--- src/rtl/mincpu_isa_pkg.sv ---
// Shared RV32I encoding constants: format codes, opcodes, NOP and immediate bounds.
// Also provides the signed range helper used by the immediate packer.
package mincpu_isa_pkg;

  localparam logic [2:0] FMT_R = 3'd0;
  localparam logic [2:0] FMT_I = 3'd1;
  localparam logic [2:0] FMT_S = 3'd2;
  localparam logic [2:0] FMT_B = 3'd3;
  localparam logic [2:0] FMT_U = 3'd4;
  localparam logic [2:0] FMT_J = 3'd5;

  localparam logic [6:0] OPC_OP     = 7'b0110011;
  localparam logic [6:0] OPC_OP_IMM = 7'b0010011;
  localparam logic [6:0] OPC_LOAD   = 7'b0000011;
  localparam logic [6:0] OPC_STORE  = 7'b0100011;
  localparam logic [6:0] OPC_BRANCH = 7'b1100011;
  localparam logic [6:0] OPC_LUI    = 7'b0110111;
  localparam logic [6:0] OPC_AUIPC  = 7'b0010111;
  localparam logic [6:0] OPC_JAL    = 7'b1101111;
  localparam logic [6:0] OPC_JALR   = 7'b1100111;

  localparam logic [31:0] NOP_INSTR = 32'h0000_0013;

  localparam int IMM_I_MIN = -2048;
  localparam int IMM_I_MAX = 2047;
  localparam int IMM_B_MIN = -4096;
  localparam int IMM_B_MAX = 4094;
  localparam int IMM_J_MIN = -1048576;
  localparam int IMM_J_MAX = 1048574;

  // Stage-1 payload: raw register fields plus the already-scattered immediate.
  typedef struct packed {
    logic [2:0]  fmt;
    logic [6:0]  opcode;
    logic [4:0]  rd;
    logic [4:0]  rs1;
    logic [4:0]  rs2;
    logic [2:0]  funct3;
    logic [6:0]  funct7;
    logic [31:0] imm_bits;
    logic        err;
  } s1_t;

  function automatic logic imm_in_range(input logic [31:0] v, input int lo, input int hi);
    return ($signed(v) >= lo) && ($signed(v) <= hi);
  endfunction

endpackage

--- src/rtl/imm_pack.sv ---
// Scatters a signed immediate into its RV32I instruction bit positions and flags
// out-of-range, misaligned or illegal-format immediates. Purely combinational.
module imm_pack
  import mincpu_isa_pkg::*;
#(
  parameter int CHECK_ALIGN = 1
) (
  input  logic [2:0]  fmt,
  input  logic [31:0] imm,
  output logic [31:0] imm_bits,
  output logic        range_err
);

  logic align_err;
  assign align_err = (CHECK_ALIGN != 0) && imm[0];

  always_comb begin
    imm_bits  = '0;
    range_err = 1'b0;
    case (fmt)
      FMT_R: ;
      FMT_I: begin
        imm_bits  = {imm[11:0], 20'b0};
        range_err = !imm_in_range(imm, IMM_I_MIN, IMM_I_MAX);
      end
      FMT_S: begin
        imm_bits  = {imm[11:5], 13'b0, imm[4:0], 7'b0};
        range_err = !imm_in_range(imm, IMM_I_MIN, IMM_I_MAX);
      end
      FMT_B: begin
        imm_bits  = {imm[12], imm[10:5], 13'b0, imm[4:1], imm[11], 7'b0};
        range_err = !imm_in_range(imm, IMM_B_MIN, IMM_B_MAX) || align_err;
      end
      FMT_U: begin
        imm_bits  = {imm[31:12], 12'b0};
        range_err = (imm[11:0] != 12'd0);
      end
      FMT_J: begin
        imm_bits  = {imm[20], imm[10:1], imm[11], imm[19:12], 12'b0};
        range_err = !imm_in_range(imm, IMM_J_MIN, IMM_J_MAX) || align_err;
      end
      default: range_err = 1'b1;
    endcase
  end

endmodule

--- src/rtl/instr_encoder.sv ---
// Two-stage elastic RV32I encoder: stage 1 captures fields and the immediate check,
// stage 2 holds the packed word. Errored words flow through as NOP with out_err set.
module instr_encoder
  import mincpu_isa_pkg::*;
#(
  parameter int COUNT_W     = 16,
  parameter int ERR_W       = 8,
  parameter int CHECK_ALIGN = 1
) (
  input  logic               clk,
  input  logic               rst,
  input  logic               in_valid,
  output logic               in_ready,
  input  logic [2:0]         in_fmt,
  input  logic [6:0]         in_opcode,
  input  logic [4:0]         in_rd,
  input  logic [4:0]         in_rs1,
  input  logic [4:0]         in_rs2,
  input  logic [2:0]         in_funct3,
  input  logic [6:0]         in_funct7,
  input  logic [31:0]        in_imm,
  output logic               out_valid,
  input  logic               out_ready,
  output logic [31:0]        out_instr,
  output logic               out_err,
  output logic [COUNT_W-1:0] enc_count,
  output logic [ERR_W-1:0]   err_count
);

  logic        s1_valid;
  logic        s2_valid;
  logic        s1_load;
  logic        s2_load;
  logic        handoff;
  s1_t         s1_q;
  logic [31:0] imm_bits;
  logic        imm_err;
  logic [31:0] word;

  imm_pack #(.CHECK_ALIGN(CHECK_ALIGN)) u_imm_pack (
    .fmt      (in_fmt),
    .imm      (in_imm),
    .imm_bits (imm_bits),
    .range_err(imm_err)
  );

  assign in_ready  = !rst && (!s1_valid || !s2_valid || out_ready);
  assign s1_load   = in_valid && in_ready;
  assign s2_load   = s1_valid && (!s2_valid || out_ready);
  assign out_valid = s2_valid;
  assign handoff   = s2_valid && out_ready;

  always_ff @(posedge clk) begin
    if (s1_load) begin
      s1_q <= '{fmt: in_fmt, opcode: in_opcode, rd: in_rd, rs1: in_rs1, rs2: in_rs2,
                funct3: in_funct3, funct7: in_funct7, imm_bits: imm_bits, err: imm_err};
    end
  end

  // Register fields go in only where the format defines them; immediate bits are OR'd on top.
  always_comb begin
    word = {25'b0, s1_q.opcode};
    case (s1_q.fmt)
      FMT_R: begin
        word[31:25] = s1_q.funct7;
        word[24:20] = s1_q.rs2;
        word[19:15] = s1_q.rs1;
        word[14:12] = s1_q.funct3;
        word[11:7]  = s1_q.rd;
      end
      FMT_I: begin
        word[19:15] = s1_q.rs1;
        word[14:12] = s1_q.funct3;
        word[11:7]  = s1_q.rd;
      end
      FMT_S, FMT_B: begin
        word[24:20] = s1_q.rs2;
        word[19:15] = s1_q.rs1;
        word[14:12] = s1_q.funct3;
      end
      FMT_U, FMT_J: word[11:7] = s1_q.rd;
      default: ;
    endcase
    word = word | s1_q.imm_bits;
    if (s1_q.err) word = NOP_INSTR;
  end

  always_ff @(posedge clk) begin
    if (rst) begin
      s1_valid  <= 1'b0;
      s2_valid  <= 1'b0;
      out_instr <= '0;
      out_err   <= 1'b0;
      enc_count <= '0;
      err_count <= '0;
    end else begin
      if (s1_load)      s1_valid <= 1'b1;
      else if (s2_load) s1_valid <= 1'b0;

      if (s2_load) begin
        s2_valid  <= 1'b1;
        out_instr <= word;
        out_err   <= s1_q.err;
      end else if (out_ready) begin
        s2_valid <= 1'b0;
      end

      if (handoff) begin
        enc_count <= enc_count + COUNT_W'(1);
        if (out_err && (err_count != '1)) err_count <= err_count + ERR_W'(1);
      end
    end
  end

endmodule

--- config.mk ---
export PLATFORM = sky130hd
export DESIGN_NAME = instr_encoder
export DESIGN_NICKNAME = d
export VERILOG_FILES = /design/src/rtl/mincpu_isa_pkg.sv /design/src/rtl/imm_pack.sv /design/src/rtl/instr_encoder.sv
export SDC_FILE = /design/constraint.sdc
export NUM_CORES = 1
export LEC_CHECK = 0
export ABC_AREA = 0
export ABC_CLOCK_PERIOD_IN_PS = 3500
export BUFFER_PORTS_ARGS = -buffer_cell sky130_fd_sc_hd__buf_2
export CAP_MARGIN = 25
export CORE_ASPECT_RATIO = 1.2
export CORE_MARGIN = 2
export CORE_UTILIZATION = 55
export CTS_BUF_LIST = sky130_fd_sc_hd__clkbuf_4 sky130_fd_sc_hd__clkbuf_8
export DETAILED_ROUTE_END_ITERATION = 10
export PLACE_DENSITY = 0.84
export SLEW_MARGIN = 20
export SYNTH_ARGS = -nofsm -noshare
export SYNTH_HDL_FRONTEND = slang
export SYNTH_HIERARCHICAL = 1
export SYNTH_SLANG_ARGS = --single-unit
--- constraint.sdc ---
create_clock -name clk -period 3.5 [get_ports clk]
set_clock_uncertainty 0.05 [all_clocks]
set_input_delay 0.35 -clock clk [delete_from_list [all_inputs] [get_ports clk]]
set_output_delay 0.35 -clock clk [all_outputs]
set_load 0.02 [all_outputs]
==> results.json, run 1 <==
{
  "status": "complete, no violations",
  "hold-worst-slack_ns": 0.03831,
  "ys_ff_latch": 127,
  "worstSetupPathType": "reg -> reg",
  "row_count": 39,
  "die_h_um": 110.9,
  "clock_sinks": 127,
  "fmax_mhz": 406.1,
  "hold_viol_final": 0,
  "antenna_cells": 0,
  "synth_flop_cell": "edfxtp_1",
  "grt_pass1_wl_um": 17880,
  "setup_viol": 0,
  "place_inst": 706,
  "synthTopCellsByCount": "edfxtp_1 (68), dfxtp_1 (59), a21oi_1 (53), nor2_1 (44), nand2_1 (41)",
  "drtPass1Iterations": 5,
  "synth.largest_area_cell": "edfxtp_1",
  "grt_pass1_vias": 3795,
  "fin_crit_sh_pct": 70.36,
  "grt_use_total_pct": 22.71,
  "fin_ws_ns": 1.037,
  "rsz0062_at_grt": "no",
  "cts-resized-gates": 0,
  "cts_inserted_buffers": 17,
  "fillers": 753,
  "fin_crit_ns": 2.463,
  "start_util_pct": 55.88,
  "nNetsFinal": 675,
  "postRouteAntennaNets": 0,
  "power_density_mw_per_mm2": 494.5,
  "worstPathRequired_ns": 3.55,
  "synth.most_common_cell": "edfxtp_1",
  "port_buffers": 129,
  "insertion_delay_ns": 0.43,
  "stdcell_count": 738,
  "globalplace.congestion": 0.9388,
  "cap_violations": 0,
  "crit_arrival_ns": 2.51,
  "drive_gt1_share_pct": 28.62,
  "drtIter0Drc": 321,
  "tns_ns": 0,
  "slew-limit-headroom_pct": 40.16,
  "grt_overflow_total": 0,
  "clk_pin_slew_worst_paths_ns": 0.07,
  "wl_um": 11220,
  "drc": 0,
  "synthCells": 473,
  "synth_edf_count": 68,
  "yosys_warnings": 6,
  "synth_top_area_share_pct": 39.01,
  "clockRootBuffer": "clkbuf_8",
  "hold_path.class": "in -> reg",
  "synth_cell_type_count": 49,
  "leakage_nw": 2.521,
  "htreeDepth": 4,
  "coreArea_mm2": 0.009369,
  "timing_worst_slew_pin_value_ns": 0.8976,
  "crit_fanout": 40,
  "dieArea_mm2": 0.01032,
  "syn-cell-area_mm2": 0.005235,
  "areaGrowthSynthToFinish_pct": 21.18,
  "end_kind": "register",
  "crit_path_start_kind": "register",
  "cts_tree": "built",
  "vdd_drop_max_mv": 0.2955,
  "drv_slew": 0,
  "wl_per_cell_um": 15.21,
  "synth_seq_area_share_pct": 61.57,
  "viasPerCell": 5.509,
  "synth_area_per_cell_um2": 11.07,
  "ys_async_sr_fraction_pct": 0,
  "grt_antenna_before_repair": 0,
  "hpwl_um": 8112,
  "dr_total_vias": 4066,
  "grt_max_degree": 65,
  "die_x_um": 93.06,
  "dp_slack_ns": 1.023,
  "post-cts-setup-buffers": 0,
  "yosys-top-cells-area": "edfxtp_1 (39%), dfxtp_1 (23%), a21oi_1 (5.1%)",
  "io_pins": 130,
  "ctsHoldBuffers": 0,
  "clk_path_buf_depth": 2
}
## per-stage QoR
stage | area, um^2 | total power, W | util, %
3_5_place_dp | 5936 | 0.001913 | 63.35
2_1_floorplan | 5258 | 0.001819 | -
4_1_cts | 6344 | 0.003158 | 67.71
5_1_grt | 6344 | 0.003258 | 67.71
3_3_place_gp | 5936 | 0.001904 | 63.35
6_report | 6344 | 0.003137 | 67.71
## worst max-delay path: stages, from the launching register on
cell and delay (ns):
dfxtp_1 0.42, nor2b_1 0.22, a21oi_1 0.18, and2_2 0.76, buf_4 0.47
## flip-flops by register name (all words and copies together), names as in the netlist
signal and count:
s1_q 68, out_instr 32, enc_count 16, err_count 8, out_err 1, out_valid 1, s1_valid 1
## power by group
group / internal (W) / leakage, nW / switching (W)
logic: 0.0000834 / 1.19 / 0.000143
clock network: 0.000743 / 0.215 / 0.000511
registers: 0.00163 / 1.12 / 0.0000264
## final cells by class
cell class / instances / area [um^2] / area share (%)
flip-flops and latches: 127 / 3223 / 50.81
multi-input cells: 317 / 1868 / 29.45
repair buffers: 131 / 660.6 / 10.41
clock buffers: 25 / 325.3 / 5.128
well taps: 123 / 153.9 / 2.426
clock inverters: 7 / 82.58 / 1.302
inverters: 8 / 30.03 / 0.4734
## worst paths after layout
path | slack [ns] | from | to | cells past startpoint
worst max register to register | 1.04 | out_valid | s1_q[40] | 4
worst max-delay path | 1.04 | out_valid | s1_q[40] | 4
worst min register to register | 0.40 | out_instr[15] | out_instr[15] | 2
worst min-delay path | 0.04 | in_opcode[1] | s1_q[59] | 1
## cells in the final DEF (no fill, tap or decap), drive strengths merged, types with 3 or more instances in the layout
master / synthesis / final
buf: 15 / 131
edfxtp: 68 / 68
dfxtp: 59 / 59
a21oi: 53 / 53
nor2: 44 / 44
nand2: 42 / 42
clkbuf: 12 / 25
nor4: 16 / 16
or3: 14 / 14
nand3: 14 / 14
o21ai: 14 / 14
and2: 13 / 13
nor3: 11 / 11
a22oi: 10 / 10
nand4: 10 / 10
nor2b: 9 / 9
inv: 8 / 8
xnor2: 8 / 8
a2bb2oi: 7 / 7
conb: 1 / 7
mux2: 7 / 7
xor2: 6 / 6
nor3b: 6 / 6
o211ai: 5 / 5
clkinv: 0 / 5
a31oi: 3 / 3
## cells by family after synthesis
| kind of cell | synth area share (%) |
|---|---|
| AOI/OAI and AO/OA | 11.47 |
| xor gates and xnor gates | 2.342 |
| adders and majority gates | 0.4779 |
| buffers and inverters | 3.203 |
| DFF | 61.57 |
| muxes | 1.888 |
| other | 0.07163 |
| and+or+nand+nor | 18.98 |
## metal layers
| layer | global-route usage, % | vias to the layer above | part of all wire [%] |
|---|---|---|---|
| met5 | 0 | - | 0 |
| met4 | 10.39 | 0 | 2.2 |
| met3 | 7.410 | 23 | 7.0 |
| met2 | 37.44 | 171 | 51 |
| met1 | 26.82 | 1893 | 40 |
| li1 | - | 1979 | - |
(Power assumes the default switching activity.)
==> run 2: changes to the inputs <==
- ABC_CLOCK_PERIOD_IN_PS: 3500 -> 2400
- clock period: 3.5 -> 2.4 ns (I/O delays scaled with it)
==> results.json, run 2 (synthesis gave the netlist of run 1 again) <==
{
  "status": "complete, no violations",
  "multi_input_area_mm2": 0.001869,
  "grt_max_degree": 65,
  "globalplace.congestion": 0.9037,
  "min_to": "s1_q[67]",
  "grt_antenna_before_repair": 0,
  "switching_share_pct": 23.20,
  "cap_violations": 0,
  "whs_path_depth": 1,
  "ctsHoldBuffers": 33,
  "regArea_mm2": 0.003223,
  "port_buffers": 129,
  "grt_use_total_pct": 23.52,
  "crit_arrival_ns": 1.98,
  "dieArea_mm2": 0.01032,
  "cell_internal_pwr_w": 0.003579,
  "die_h_um": 110.9,
  "top_register": "s1_q",
  "post-cts-setup-buffers": 0,
  "slew-limit-headroom_pct": 57.02,
  "drive_gt1_share_pct": 28.13,
  "fin_crit_sh_pct": 79.63,
  "fmax_mhz": 523.2,
  "end_kind": "register",
  "vdd_drop_max_mv": 0.3758,
  "row_count": 39,
  "cts-resized-gates": 0,
  "combPwrFrac_pct": 8.4,
  "drtIter0Drc": 233,
  "rsz0062_at_grt": "no",
  "insertion_delay_ns": 0.42,
  "reg2reg_depth": 4,
  "leakage_nw": 2.680,
  "wl_per_cell_um": 15.17,
  "hold_viol_final": 0,
  "clock_sinks": 127,
  "viasPerCell": 5.342,
  "largest_register_ff_count": 68,
  "drc": 0,
  "coreArea_mm2": 0.009369,
  "fillers": 707,
  "p_sw_w": 0.001081,
  "final_cell_mix": "buf_2 (129), edfxtp_1 (68), dfxtp_1 (59), a21oi_1 (53), nor2_1 (44)",
  "grt_overflow_total": 0,
  "setup_viol": 0,
  "fin_ws_ns": 0.4888,
  "final_common_cell": "buf_2",
  "reg_top3": "s1_q (68), out_instr (32), enc_count (16)",
  "clk_path_buf_depth": 2,
  "htreeDepth": 4,
  "crit_fanout": 26,
  "io_pins": 130,
  "worstPathRequired_ns": 2.47,
  "antenna_cells": 0,
  "power_density_mw_per_mm2": 692.0,
  "drv_slew": 0,
  "hpwl_um": 8013,
  "clockRootBuffer": "clkbuf_8",
  "reg2reg_from": "out_valid",
  "dp_slack_ns": 0.5108,
  "grt_pass1_vias": 4027,
  "postRouteAntennaNets": 0,
  "crit_path_start_kind": "register",
  "r2r_setup_slack_ns": 0.49,
  "cts_inserted_buffers": 17,
  "grt_pass1_wl_um": 18820,
  "wl_um": 11790,
  "crit_chain": "nor2b_1 -> a21oi_1 -> and2_4 -> buf_4",
  "rr_endpoint": "s1_q[14]",
  "start_util_pct": 55.88,
  "worstSetupPathType": "reg -> reg",
  "nNetsFinal": 714,
  "crit_path_top_delay_cell": "dfxtp_1",
  "min_from": "in_fmt[2]",
  "power_frac_clock_pct": 39.9,
  "clk_pin_slew_worst_paths_ns": 0.07,
  "die_x_um": 93.06,
  "tns_ns": 0,
  "seqPwrFrac_pct": 51.7,
  "areaGrowthSynthToFinish_pct": 28.63,
  "timing_worst_slew_pin_value_ns": 0.6447,
  "cts_tree": "built",
  "fin_crit_ns": 1.911,
  "hold_path.class": "in -> reg",
  "dr_total_vias": 4151,
  "drtPass1Iterations": 4,
  "cpPeakStageDelay_ns": 0.42
}
[run 2: routing by layer]
layer	global-route usage (%)	part of all wire [%]	vias up
met5	0	0	-
met2	37.68	50	135
li1	-	-	2052
met4	14.31	3.7	0
met3	6.050	5.4	35
met1	28.25	41	1929
[run 2: cell type report]
| cell class | instances | share of cell area (%) |
|---|---|---|
| Clock buffer | 18 | 3.586 |
| Clock inverter | 14 | 2.490 |
| Inverter | 8 | 0.4459 |
| Multi-Input combinational cell | 317 | 27.76 |
| Sequential cell | 127 | 47.86 |
| Tap cell | 123 | 2.285 |
| Timing Repair Buffer | 170 | 15.57 |
[run 2: power by group through the flow]
| stage | combinational [W] | sequential [W] | clock (W) |
|---|---|---|---|
| after floorplan | 0.000173 | 0.00248 | 0 |
| after global placement | 0.000334 | 0.00245 | 0 |
| after detailed placement | 0.000341 | 0.00246 | 0 |
| after CTS | 0.000385 | 0.00241 | 0.00191 |
| after global routing | 0.000424 | 0.00242 | 0.00199 |
| final | 0.000389 | 0.00241 | 0.00186 |
[run 2: metrics by stage]
stage	total power, W	area [um^2]	utilization [%]	hold WS, ns	instances
global placement	0.002788	5995	63.98	0.3684	712
CTS	0.004702	6734	71.88	0.01881	777
finish	0.004660	6734	71.88	0.07520	777
floorplan	0.002650	5260	-	0.2889	479
global route	0.004835	6734	71.88	0.05468	777
detailed placement	0.002799	5995	63.98	0.3681	712
[run 2: worst max path at each step]
| stage | slack (ns) | endpoint | depth (start not counted) | start |
|---|---|---|---|---|
| 2_1_floorplan | 0.17 | s1_q[0] | 4 | out_valid |
| 3_3_place_gp | 0.58 | s1_q[17] | 4 | out_valid |
| 3_5_place_dp | 0.51 | s1_q[13] | 4 | out_valid |
| 4_1_cts | 0.49 | s1_q[49] | 4 | out_valid |
| 5_1_grt | 0.36 | s1_q[49] | 4 | out_valid |
| 6_report | 0.49 | s1_q[14] | 4 | out_valid |
[run 2: critical path: cells and delay by family (launching register included)]
family / cells / cell delay, ns
buffers and inverters: 1 / 0.30
and+or+nand+nor: 2 / 0.62
AOI/OAI and AO/OA: 1 / 0.20
DFF: 1 / 0.42
==> run 3: changes to the inputs <==
- ABC_AREA: 0 -> 1
- ABC_CLOCK_PERIOD_IN_PS: 2400 -> 1880
- CORE_UTILIZATION: 55 -> 56
- clock period: 2.4 -> 1.88 ns (I/O delays scaled with it)
==> results.json, run 3 <==
{
  "drive_gt1_share_pct": 22.41,
  "synthXorXnorAreaFrac_pct": 0.7757,
  "crit_buf_inv": 4,
  "port_buffers": 129,
  "drtPass1Iterations": 5,
  "synth_area_per_cell_um2": 8.876,
  "areaGrowthSynthToFinish_pct": 27.33,
  "worstSetupPathType": "in -> reg",
  "start_util_pct": 56.97,
  "cap_violations": 0,
  "synth-adder-area-share_pct": 0.4433,
  "regArea_mm2": 0.003227,
  "nNetsFinal": 881,
  "crit_chain": "dlygate4sd3_1 -> buf_2 -> inv_2 -> nor3_1 -> inv_1 -> o21ai_0 -> a21oi_1 -> o21ai_0",
  "clk_pin_slew_worst_paths_ns": 0.07,
  "hold_path.class": "in -> reg",
  "die_x_um": 95.66,
  "final_area_mm2": 0.007188,
  "leakage_nw": 3.246,
  "synth_seq_area_share_pct": 57.09,
  "reg_top3": "s1_q (68), out_instr (32), enc_count (16)",
  "setup_viol": 0,
  "grt_antenna_before_repair": 0,
  "hpwl_um": 9016,
  "synth_flop_cell": "edfxtp_1",
  "clockRootBuffer": "clkbuf_8",
  "crit_path_top_delay_cell": "dlygate4sd3_1",
  "synthSimpleGateAreaFrac_pct": 21.25,
  "crit_path_start_kind": "primary input",
  "grt_pass1_wl_um": 20320,
  "die_h_um": 114.0,
  "ys_ff_latch": 127,
  "synth_top_family_by_area": "simple AND/OR/NAND/NOR gates",
  "synth.most_common_cell": "nand2_1",
  "end_kind": "register",
  "vdd_drop_max_mv": 0.5140,
  "finalPower_w": 0.006143,
  "synth_cell_type_count": 37,
  "largest_register_ff_count": 68,
  "multi_input_area_mm2": 0.001956,
  "ys_async_sr_fraction_pct": 0,
  "globalplace.congestion": 1.015,
  "postPlaceCellArea_mm2": 0.006396,
  "crit_arrival_ns": 1.71,
  "dp_slack_ns": 0.3718,
  "grt_overflow_total": 0,
  "final_common_cell": "buf_2",
  "postRouteAntennaNets": 0,
  "wl_per_cell_um": 13.92,
  "synthCells": 636,
  "clk_path_buf_depth": 2,
  "status": "complete, no violations",
  "yosys_warnings": 6,
  "grt_pass1_vias": 4538,
  "post-cts-setup-buffers": 0,
  "cts_inserted_buffers": 17,
  "synthMuxAreaShare_pct": 0,
  "coreArea_mm2": 0.009910,
  "hold-worst-slack_ns": 0.04310,
  "grt_max_degree": 69,
  "clock_sinks": 127,
  "worst_path_most_repeated_cell": "o21ai_0",
  "fillers": 704,
  "drtIter0Drc": 376,
  "dr_total_vias": 4965,
  "viasPerCell": 5.243,
  "fin_crit_sh_pct": 85.33,
  "antenna_cells": 0,
  "dieArea_mm2": 0.01090,
  "insertion_delay_ns": 0.42,
  "drv_slew": 0,
  "synth_top_area_share_pct": 36.17,
  "hold_viol_final": 0,
  "io_pins": 130,
  "synth_edf_count": 68,
  "worstPathRequired_ns": 1.98,
  "final_cell_mix": "buf_2 (129), nand2_1 (110), nor2_1 (100), inv_1 (95), edfxtp_1 (68)",
  "htreeDepth": 4,
  "fin_crit_ns": 1.604,
  "wl_um": 13180,
  "cpLargestDelayFamily": "buffers and inverters",
  "cpPeakStageDelay_ns": 0.54,
  "power_density_mw_per_mm2": 854.6,
  "row_count": 40,
  "grt_use_total_pct": 24.28,
  "fmax_mhz": 623.3,
  "syn-cell-area_mm2": 0.005645,
  "yosys-top-cells-area": "edfxtp_1 (36%), dfxtp_1 (21%), nand2_1 (7.3%)",
  "synth_compound_area_share_pct": 11.28,
  "top_register": "s1_q",
  "rsz0062_at_grt": "no",
  "drc": 0,
  "synthTopCellsByCount": "nand2_1 (110), nor2_1 (101), inv_1 (95), edfxtp_1 (68), dfxtp_1 (59)",
  "fin_ws_ns": 0.2757,
  "cts_tree": "built",
  "synth.largest_area_cell": "edfxtp_1",
  "crit_fanout": 11
}
[run 3: logic make-up (layout without fill, tap and decap cells)]
group | Yosys count | in the layout
AOI/OAI and AO/OA | 109 | 109
xor gates and xnor gates | 5 | 5
adders and majority gates | 2 | 2
buffers and inverters | 121 | 300
DFF | 127 | 127
other | 1 | 7
and+or+nand+nor | 271 | 271
[run 3: stage by stage]
step	cells	TNS (ns)	utilization, %
floorplan	642	-59.58	-
global placement	879	0	64.55
detailed placement	879	0	64.55
CTS	947	0	72.54
global route	947	0	72.54
finish	947	0	72.54
[run 3: layout make-up]
class,instances,share of cell area (%)
clock buffers,21,3.760
clock inverters,11,2.245
inverters,100,5.222
multi-input cells,394,27.21
flip-flops and latches,127,44.89
well taps,126,2.193
repair buffers,168,14.48
[run 3: per-layer routing]
layer,up-vias,wire (um),track usage (%)
met1,2292,5179,28.43
met3,32,957,5.945
li1,2423,-,-
met5,-,0,0
met2,218,6740,42.00
met4,0,303,10.19
[run 3: path summary, 6_finish.rpt]
check	cells past startpoint	start	end	slack (ns)
worst min register to register	2	out_instr[31]	out_instr[31]	0.42
worst max-delay path	8	in_fmt[2]	s1_q[32]	0.28
worst min-delay path	2	rst	enc_count[8]	0.04
worst max register to register	8	err_count[0]	err_count[0]	0.34
[run 3: what timing repair did]
| item | CTS | global route |
|---|---|---|
| hold buffers | 36 | 0 |
| endpoints found under the hold margin | 36 | 0 |
| gates resized for setup | 0 | 0 |
| endpoints found under the setup margin | 0 | 0 |
[run 3: power by group]
part           leakage [nW]  internal [W]  switching, W
Clock                 0.228       0.00152      0.000997
Combinational          1.90      0.000216      0.000329
Sequential             1.12       0.00304     0.0000465
Total                  3.25       0.00477       0.00137
[run 3: worst reg2reg max path: cells and delay by family, from the launching register on]
kind	cells	cell delay [ns]
adders and majority gates	1	0.21
buffers and inverters	1	0.10
DFF	1	0.40
and+or+nand+nor	6	0.66
